[src/rtl/hazard_control_unit.sv]
// Pipeline sequencing controller: load-use stalls, branch flushes, memory-wait freezes,
// EX-stage operand forwarding and a saturating stall-cycle counter.
module hazard_control_unit #(
  parameter int STALL_CNT_W = 16
) (
  input  logic                   clock,
  input  logic                   async_reset,
  input  logic [5:0]             r1_D,
  input  logic [5:0]             r2_D,
  input  logic [5:0]             r1_E,
  input  logic [5:0]             r2_E,
  input  logic [5:0]             rd_E,
  input  logic [5:0]             rd_M,
  input  logic [5:0]             rd_W,
  input  logic                   write_scalar_reg_E,
  input  logic                   write_scalar_reg_M,
  input  logic                   write_scalar_reg_W,
  input  logic                   write_vector_reg_E,
  input  logic                   write_vector_reg_M,
  input  logic                   write_vector_reg_W,
  input  logic [1:0]             result_source_E,
  input  logic                   pc_source_E,
  input  logic                   memory_transaction_M,
  input  logic                   mem_ready,
  output logic                   enabler_F,
  output logic                   enabler_D,
  output logic                   enabler_E,
  output logic                   enabler_M,
  output logic                   enabler_W,
  output logic                   sync_reset_D,
  output logic                   sync_reset_E,
  output logic                   sync_reset_W,
  output logic [1:0]             forward_0_E,
  output logic [1:0]             forward_1_E,
  output logic                   mem_request,
  output logic                   mem_busy,
  output logic [STALL_CNT_W-1:0] stall_count
);

  typedef enum logic {RUN, MEM_WAIT} state_t;

  state_t                 state_q, state_d;
  logic [STALL_CNT_W-1:0] stall_cnt_q, stall_cnt_d;
  logic                   load_use, flush;

  // Bit 5 of the register id picks which write enable qualifies the match; scalar x0 never matches.
  function automatic logic reg_match(input logic [5:0] rs, input logic [5:0] rd,
                                     input logic ws, input logic wv);
    return (rs == rd) && (rd[5] ? wv : ws) && (rd != 6'b000000);
  endfunction

  assign load_use = (result_source_E == 2'b01) &&
                    (reg_match(r1_D, rd_E, write_scalar_reg_E, write_vector_reg_E) ||
                     reg_match(r2_D, rd_E, write_scalar_reg_E, write_vector_reg_E));
  assign flush    = pc_source_E;

  always_comb begin
    state_d      = state_q;
    enabler_F    = 1'b0;
    enabler_D    = 1'b0;
    enabler_E    = 1'b0;
    enabler_M    = 1'b0;
    enabler_W    = 1'b0;
    sync_reset_D = 1'b0;
    sync_reset_E = 1'b0;
    sync_reset_W = 1'b0;
    forward_0_E  = 2'b00;
    forward_1_E  = 2'b00;
    mem_request  = 1'b0;
    mem_busy     = 1'b0;

    if (async_reset) begin
      if (reg_match(r1_E, rd_M, write_scalar_reg_M, write_vector_reg_M))
        forward_0_E = 2'b10;
      else if (reg_match(r1_E, rd_W, write_scalar_reg_W, write_vector_reg_W))
        forward_0_E = 2'b01;
      if (reg_match(r2_E, rd_M, write_scalar_reg_M, write_vector_reg_M))
        forward_1_E = 2'b10;
      else if (reg_match(r2_E, rd_W, write_scalar_reg_W, write_vector_reg_W))
        forward_1_E = 2'b01;

      if ((state_q == RUN) && memory_transaction_M) begin
        mem_request  = 1'b1;
        sync_reset_W = 1'b1;
        state_d      = MEM_WAIT;
      end else if ((state_q == MEM_WAIT) && !mem_ready) begin
        sync_reset_W = 1'b1;
        mem_busy     = 1'b1;
      end else begin
        // Normal RUN cycle or the MEM_WAIT release cycle: deferred hazards resolve here.
        mem_busy  = (state_q == MEM_WAIT);
        state_d   = RUN;
        enabler_F = 1'b1;
        enabler_D = 1'b1;
        enabler_E = 1'b1;
        enabler_M = 1'b1;
        enabler_W = 1'b1;
        if (flush) begin
          sync_reset_D = 1'b1;
          sync_reset_E = 1'b1;
        end else if (load_use) begin
          enabler_F    = 1'b0;
          enabler_D    = 1'b0;
          sync_reset_E = 1'b1;
        end
      end
    end
  end

  always_comb begin
    stall_cnt_d = stall_cnt_q;
    if (!enabler_F && (stall_cnt_q != {STALL_CNT_W{1'b1}}))
      stall_cnt_d = stall_cnt_q + {{(STALL_CNT_W-1){1'b0}}, 1'b1};
  end

  always_ff @(posedge clock or negedge async_reset) begin
    if (!async_reset) begin
      state_q     <= RUN;
      stall_cnt_q <= '0;
    end else begin
      state_q     <= state_d;
      stall_cnt_q <= stall_cnt_d;
    end
  end

  assign stall_count = stall_cnt_q;

endmodule
[config.mk]
export PLATFORM = sky130hd
export DESIGN_NAME = hazard_control_unit
export DESIGN_NICKNAME = d
export VERILOG_FILES = /design/src/rtl/hazard_control_unit.sv
export SDC_FILE = /design/constraint.sdc
export NUM_CORES = 1
export LEC_CHECK = 0
export CAP_MARGIN = 20
export CORE_ASPECT_RATIO = 0.75
export CORE_MARGIN = 2
export CORE_UTILIZATION = 38
export DETAILED_ROUTE_END_ITERATION = 10
export DONT_BUFFER_PORTS = 1
export SYNTH_ARGS = -nofsm -noshare
export SYNTH_HDL_FRONTEND = slang
export SYNTH_SLANG_ARGS = --single-unit
[constraint.sdc]
create_clock -name clock -period 5.54 [get_ports clock]
set_clock_uncertainty 0.2 [all_clocks]
set_input_delay 1.662 -clock clock [delete_from_list [all_inputs] [get_ports clock]]
set_output_delay 1.662 -clock clock [all_outputs]
set_load 0.005 [all_outputs]
# After elaboration in Yosys (flattened, before gate mapping)
# Index checks and enable logic that the tools add are counted.
op_classes:
  muxes: 36
  eq_ne: 9
  add_sub_neg: 1
  n_reduce_logical: 23
  bitwise: 1
op_table:
  columns: ["op", "n"]
  rows:
  - ["$eq A6 B6 Y1", 6]
  - ["$mux W1", 32]
  - ["$reduce_bool A6 Y1", 3]
  - ["$add A16 B1 Y16 const B", 1]
  - ["$logic_and A1 B1 Y1", 16]
  - ["$ne A16 B16 Y1 const B", 1]
  - ["$mux W2", 4]
  - ["$eq A2 B1 Y1 const B", 1]
  - ["$logic_not A1 Y1", 2]
  - ["$ne A2 B2 Y1 const B", 1]
  - ["$reduce_and A2 Y1", 1]
  - ["$logic_or A1 B1 Y1", 1]
  - ["$not A1 Y1", 1]
totals:
  regBits: 17
  wordCells: 72
  inputBits: 55

# Longest topological paths before layout
logic_depth:
  word_depth: 12
  mapped_depth: 8

# Least setup slack after synthesis
# Ideal clock, no wire load.
synth_timing:
  path_type: "input to output"
  startpoint: "in rd_E[2]"
  endpoint: "out enabler_F"
  stages: 6
  required_ns: 3.678
  setup_slack_ns: 0.680
  path_buffers: 2
  t_arrival_ns: 2.998
  path_cell_list: "or4_1 nor3_2 nor4b_4 a31oi_4 buf_6 buf_4"
synth_via:
  elab_chain_cells: 10
synth_lines:
  columns: ["element", "line_no", "text"]
  rows:
  - ["from (decl)", "12", "input logic [5:0] rd_E,"]
  - ["$eq A6 B6 Y1", "49", "return (rs == rd) && (rd[5] ? wv : ws) && (rd != 6'b000000);"]
  - ["$logic_and A1 B1 Y1 (2 in a row)", "49", null]
  - ["$logic_or A1 B1 Y1 (*)", "53", "(reg_match(r1_D, rd_E, write_scalar_reg_E, write_vector_reg_E) ||"]
  - ["$logic_and A1 B1 Y1 (*)", "52", "assign load_use = (result_source_E == 2'b01) &&"]
  - ["$mux W1 (*) (5 in a row)", null, null]
  - ["to (decl)", "25", "output logic enabler_F,"]
# Every way passes the cells marked *; elsewhere a longest branch is shown, timed or not.

# Worst setup path in the final report
layout_timing:
  startpoint: "in rd_M[1]"
  endpoint: "out forward_1_E[0]"
layout_via:
  elab_chain_cells: 5
layout_lines:
  columns: ["element", "line_no", "text"]
  rows:
  - ["from (decl)", "13", "input logic [5:0] rd_M,"]
  - ["$eq A6 B6 Y1", "49", null]
  - ["$logic_and A1 B1 Y1", "49", null]
  - ["$logic_and A1 B1 Y1 (*)", "49", null]
  - ["$mux W2 (*)", "77", "if (reg_match(r2_E, rd_M, write_scalar_reg_M, write_vector_reg_M))"]
  - ["$mux W2 (*)", "72", "if (async_reset) begin"]
  - ["to (decl)", "34", "output logic [1:0] forward_1_E,"]
# Marks and branches as above.

==> flow_summary.ini <==
[sta]
hold_viol_final = 0
rsz0062_at_grt = false
setup_viol = 0
worst_slew_pin_slew_ns = 0.6075
timing.final.crit_share_pct = 86.78
worst_hold_slack_ns = 0.3138
relSlewSlack_pct = 59.50
finalSetupTns_ns = 0
maxSlewViolCount = 0
max_freq_mhz = 208.0
timing.final.crit_period_ns = 4.808

[synth]
syn_nets = 209
synth_top_area_share_pct = 29.67
ys_seq_elements = 17
synth_cells = 153
yosysSeqAreaShare_pct = 29.67
yosysWarningCount = 0
yosysTopAreaCell = dfrtp_1
syn_area_um2 = 1434
synth_area_per_cell_um2 = 9.372
synth.distinct_cells = 34
synthTopCellsByArea = dfrtp_1 30%, xor2_1 16%, xnor2_1 15%

[min_path]
hp-class = register to register

[global_route]
use_met3_pct = 5.477
track_usage_pct = 16.31
grt_overflow = 0
busiest_layer = met2
grt_pass1_wl_um = 5478
met2_usage_pct = 26.57
grt_max_degree = 25
antenna_found_initial = 0
grt_pass1_vias = 1183
grt.met1_usage_pct = 20.85

[floorplanning]
dieWidth_um = 74.93
die_area_um2 = 4286
coreArea_um2 = 3637
start_util_pct = 39.42
fp-row-count = 19
fp.dieH_um = 57.20
ios = 85

[route]
drt-total-wl_um = 3414
wl_per_cell_um = 16.74
antenna_left = 0
drtIter0Drc = 69
first_pass_iters = 4
vias_per_cell = 5.627
drc = 0
vias = 1148

[critical_path]
crit_arrival_ns = 2.95
worstSetupEndpointType = output port
required_ns = 3.68
path_class = input port to output port
start_kind = input port
critical_path_peak_fanout = 3

[clocking]
clock_path_buffers = 2
clock-sinks = 17
cts_made_buffers = 3
clkSlewWorstSetupHoldPaths_ns = 0.06
cts_resized = 0
cts-root-buf = clkbuf_8
cts_tree = yes
hold_buffers = 0
clk_latency_ns = 0.25
h-tree-depth = 1
post-cts-setup-buffers = 0

[status]
outcome = finished clean

[placed_design]
dp_cells = 200
port-buffer-count = 0
place.gp.congestion = 0.8602
dp_hpwl_um = 2874

[finish]
seq_area_um2 = 425.4
finalNonFillerCells = 204
multi_input_area_um2 = 958.4
final_net_count = 209
area_growth_pct = 5.236
drive_gt1_share_pct = 8.553
n_antenna_cell = 0
fillers = 359

[job]
cap_violations = 0

[pwr]
power_density_nw_per_um2 = 310.5
peakVddDrop_mv = 0.1549
leakagePower_uw = 0.0005474
final cells by class:
class	instances	area share, %
Clock buffer	4	2.985
Timing Repair Buffer	1	0.4975
Inverter	2	0.4975
Multi-Input combinational cell	128	63.52
Sequential cell	17	28.19
Tap cell	52	4.312
cells by family (layout without fill, tap and decap cells):
logic type	Yosys count	count (layout)	synth area share, %
AND/OR/NAND/NOR	65	65	28.54
adder cells (fa/ha/maj)	1	1	0.8725
AO/OA/AOI/OAI	9	9	4.538
flip-flops	17	17	29.67
multiplexers	2	2	1.745
XOR/XNOR	51	51	31.15
buffers and inverters	8	7	3.490
layer usage:
metal / wire length [um] / up-vias
met1: 1431 / 556
met3: 293 / 4
li1: - / 533
met5: 0 / -
met4: 21 / 0
met2: 1668 / 55
cells in the mapped netlist:
cell type / number
a21oi_1: 2
a31oi_4: 1
and2_1: 3
and3_1: 3
and4_1: 2
buf_2: 1
buf_4: 3
buf_6: 1
clkbuf_1: 1
dfrtp_1: 17
ha_1: 1
inv_1: 2
mux2_4: 1
mux2i_1: 1
nand2_1: 11
nand2_2: 1
nand3_1: 5
nand4_1: 7
nor2_1: 6
nor2_2: 1
nor2b_1: 1
nor3_1: 6
nor3_2: 1
nor3b_1: 2
nor4_1: 6
nor4_2: 3
nor4b_1: 3
nor4b_4: 1
o21a_1: 1
o21ai_0: 4
o22ai_1: 1
or4_1: 3
xnor2_1: 24
xor2_1: 27
final timing paths:
kind | endpoint | startpoint | slack, ns | cells after the start
min | stall_count[15] | stall_count[15] | 0.31 | 1
min in group asynchronous | stall_count[6] | async_reset | 0.90 | 0
max in group asynchronous | stall_count[2] | async_reset | 4.16 | 0
max reg2reg | stall_count[1] | stall_count[0] | 3.16 | 6
max | forward_1_E[0] | rd_M[1] | 0.73 | 6
min reg2reg | stall_count[15] | stall_count[15] | 0.31 | 1
sequential cells by signal, indices dropped and copies added, names as in the netlist:
register and cells:
stall_count 16, state_q 1
power breakdown:
part           switching [uW]  internal (uW)
registers                60.9            165
clock network            40.1           50.9
logic                    75.1           76.5
total                     176            292
cells in the final DEF (no fill, tap or decap), types with 2 or more instances in the layout:
cell type   n
a21oi_1     2
or4_1       3
nand2_1    11
nor2_1      6
and2_1      3
and4_1      2
nor4_1      6
nor4_2      3
nand4_1     7
xor2_1     27
nor3_1      6
dfrtp_1    17
inv_1       2
clkbuf_8    3
xnor2_1    24
nor3b_1     2
nor4b_1     3
and3_1      3
o21ai_0     4
nand3_1     5
stage by stage:
step           setup slack (ns)  total power, uW  cell area, um^2  utilization, %
2_1_floorplan            0.6798            347.7             1434               -
3_3_place_gp             0.7545            372.3             1464           40.25
6_report                 0.7324            468.5             1509           41.49
4_1_cts                  0.7352            473.3             1509           41.49
5_1_grt                  0.5324            502.4             1509           41.49
3_5_place_dp             0.7390            380.3             1464           40.25
worst max-delay path: stages:
cell     delay, ns
or4_1         0.49
o21ai_0       0.18
nor2_1        0.06
a21oi_1       0.18
nor4_1        0.10
nor3_1        0.27
Power figures use the tool's default switching activity.
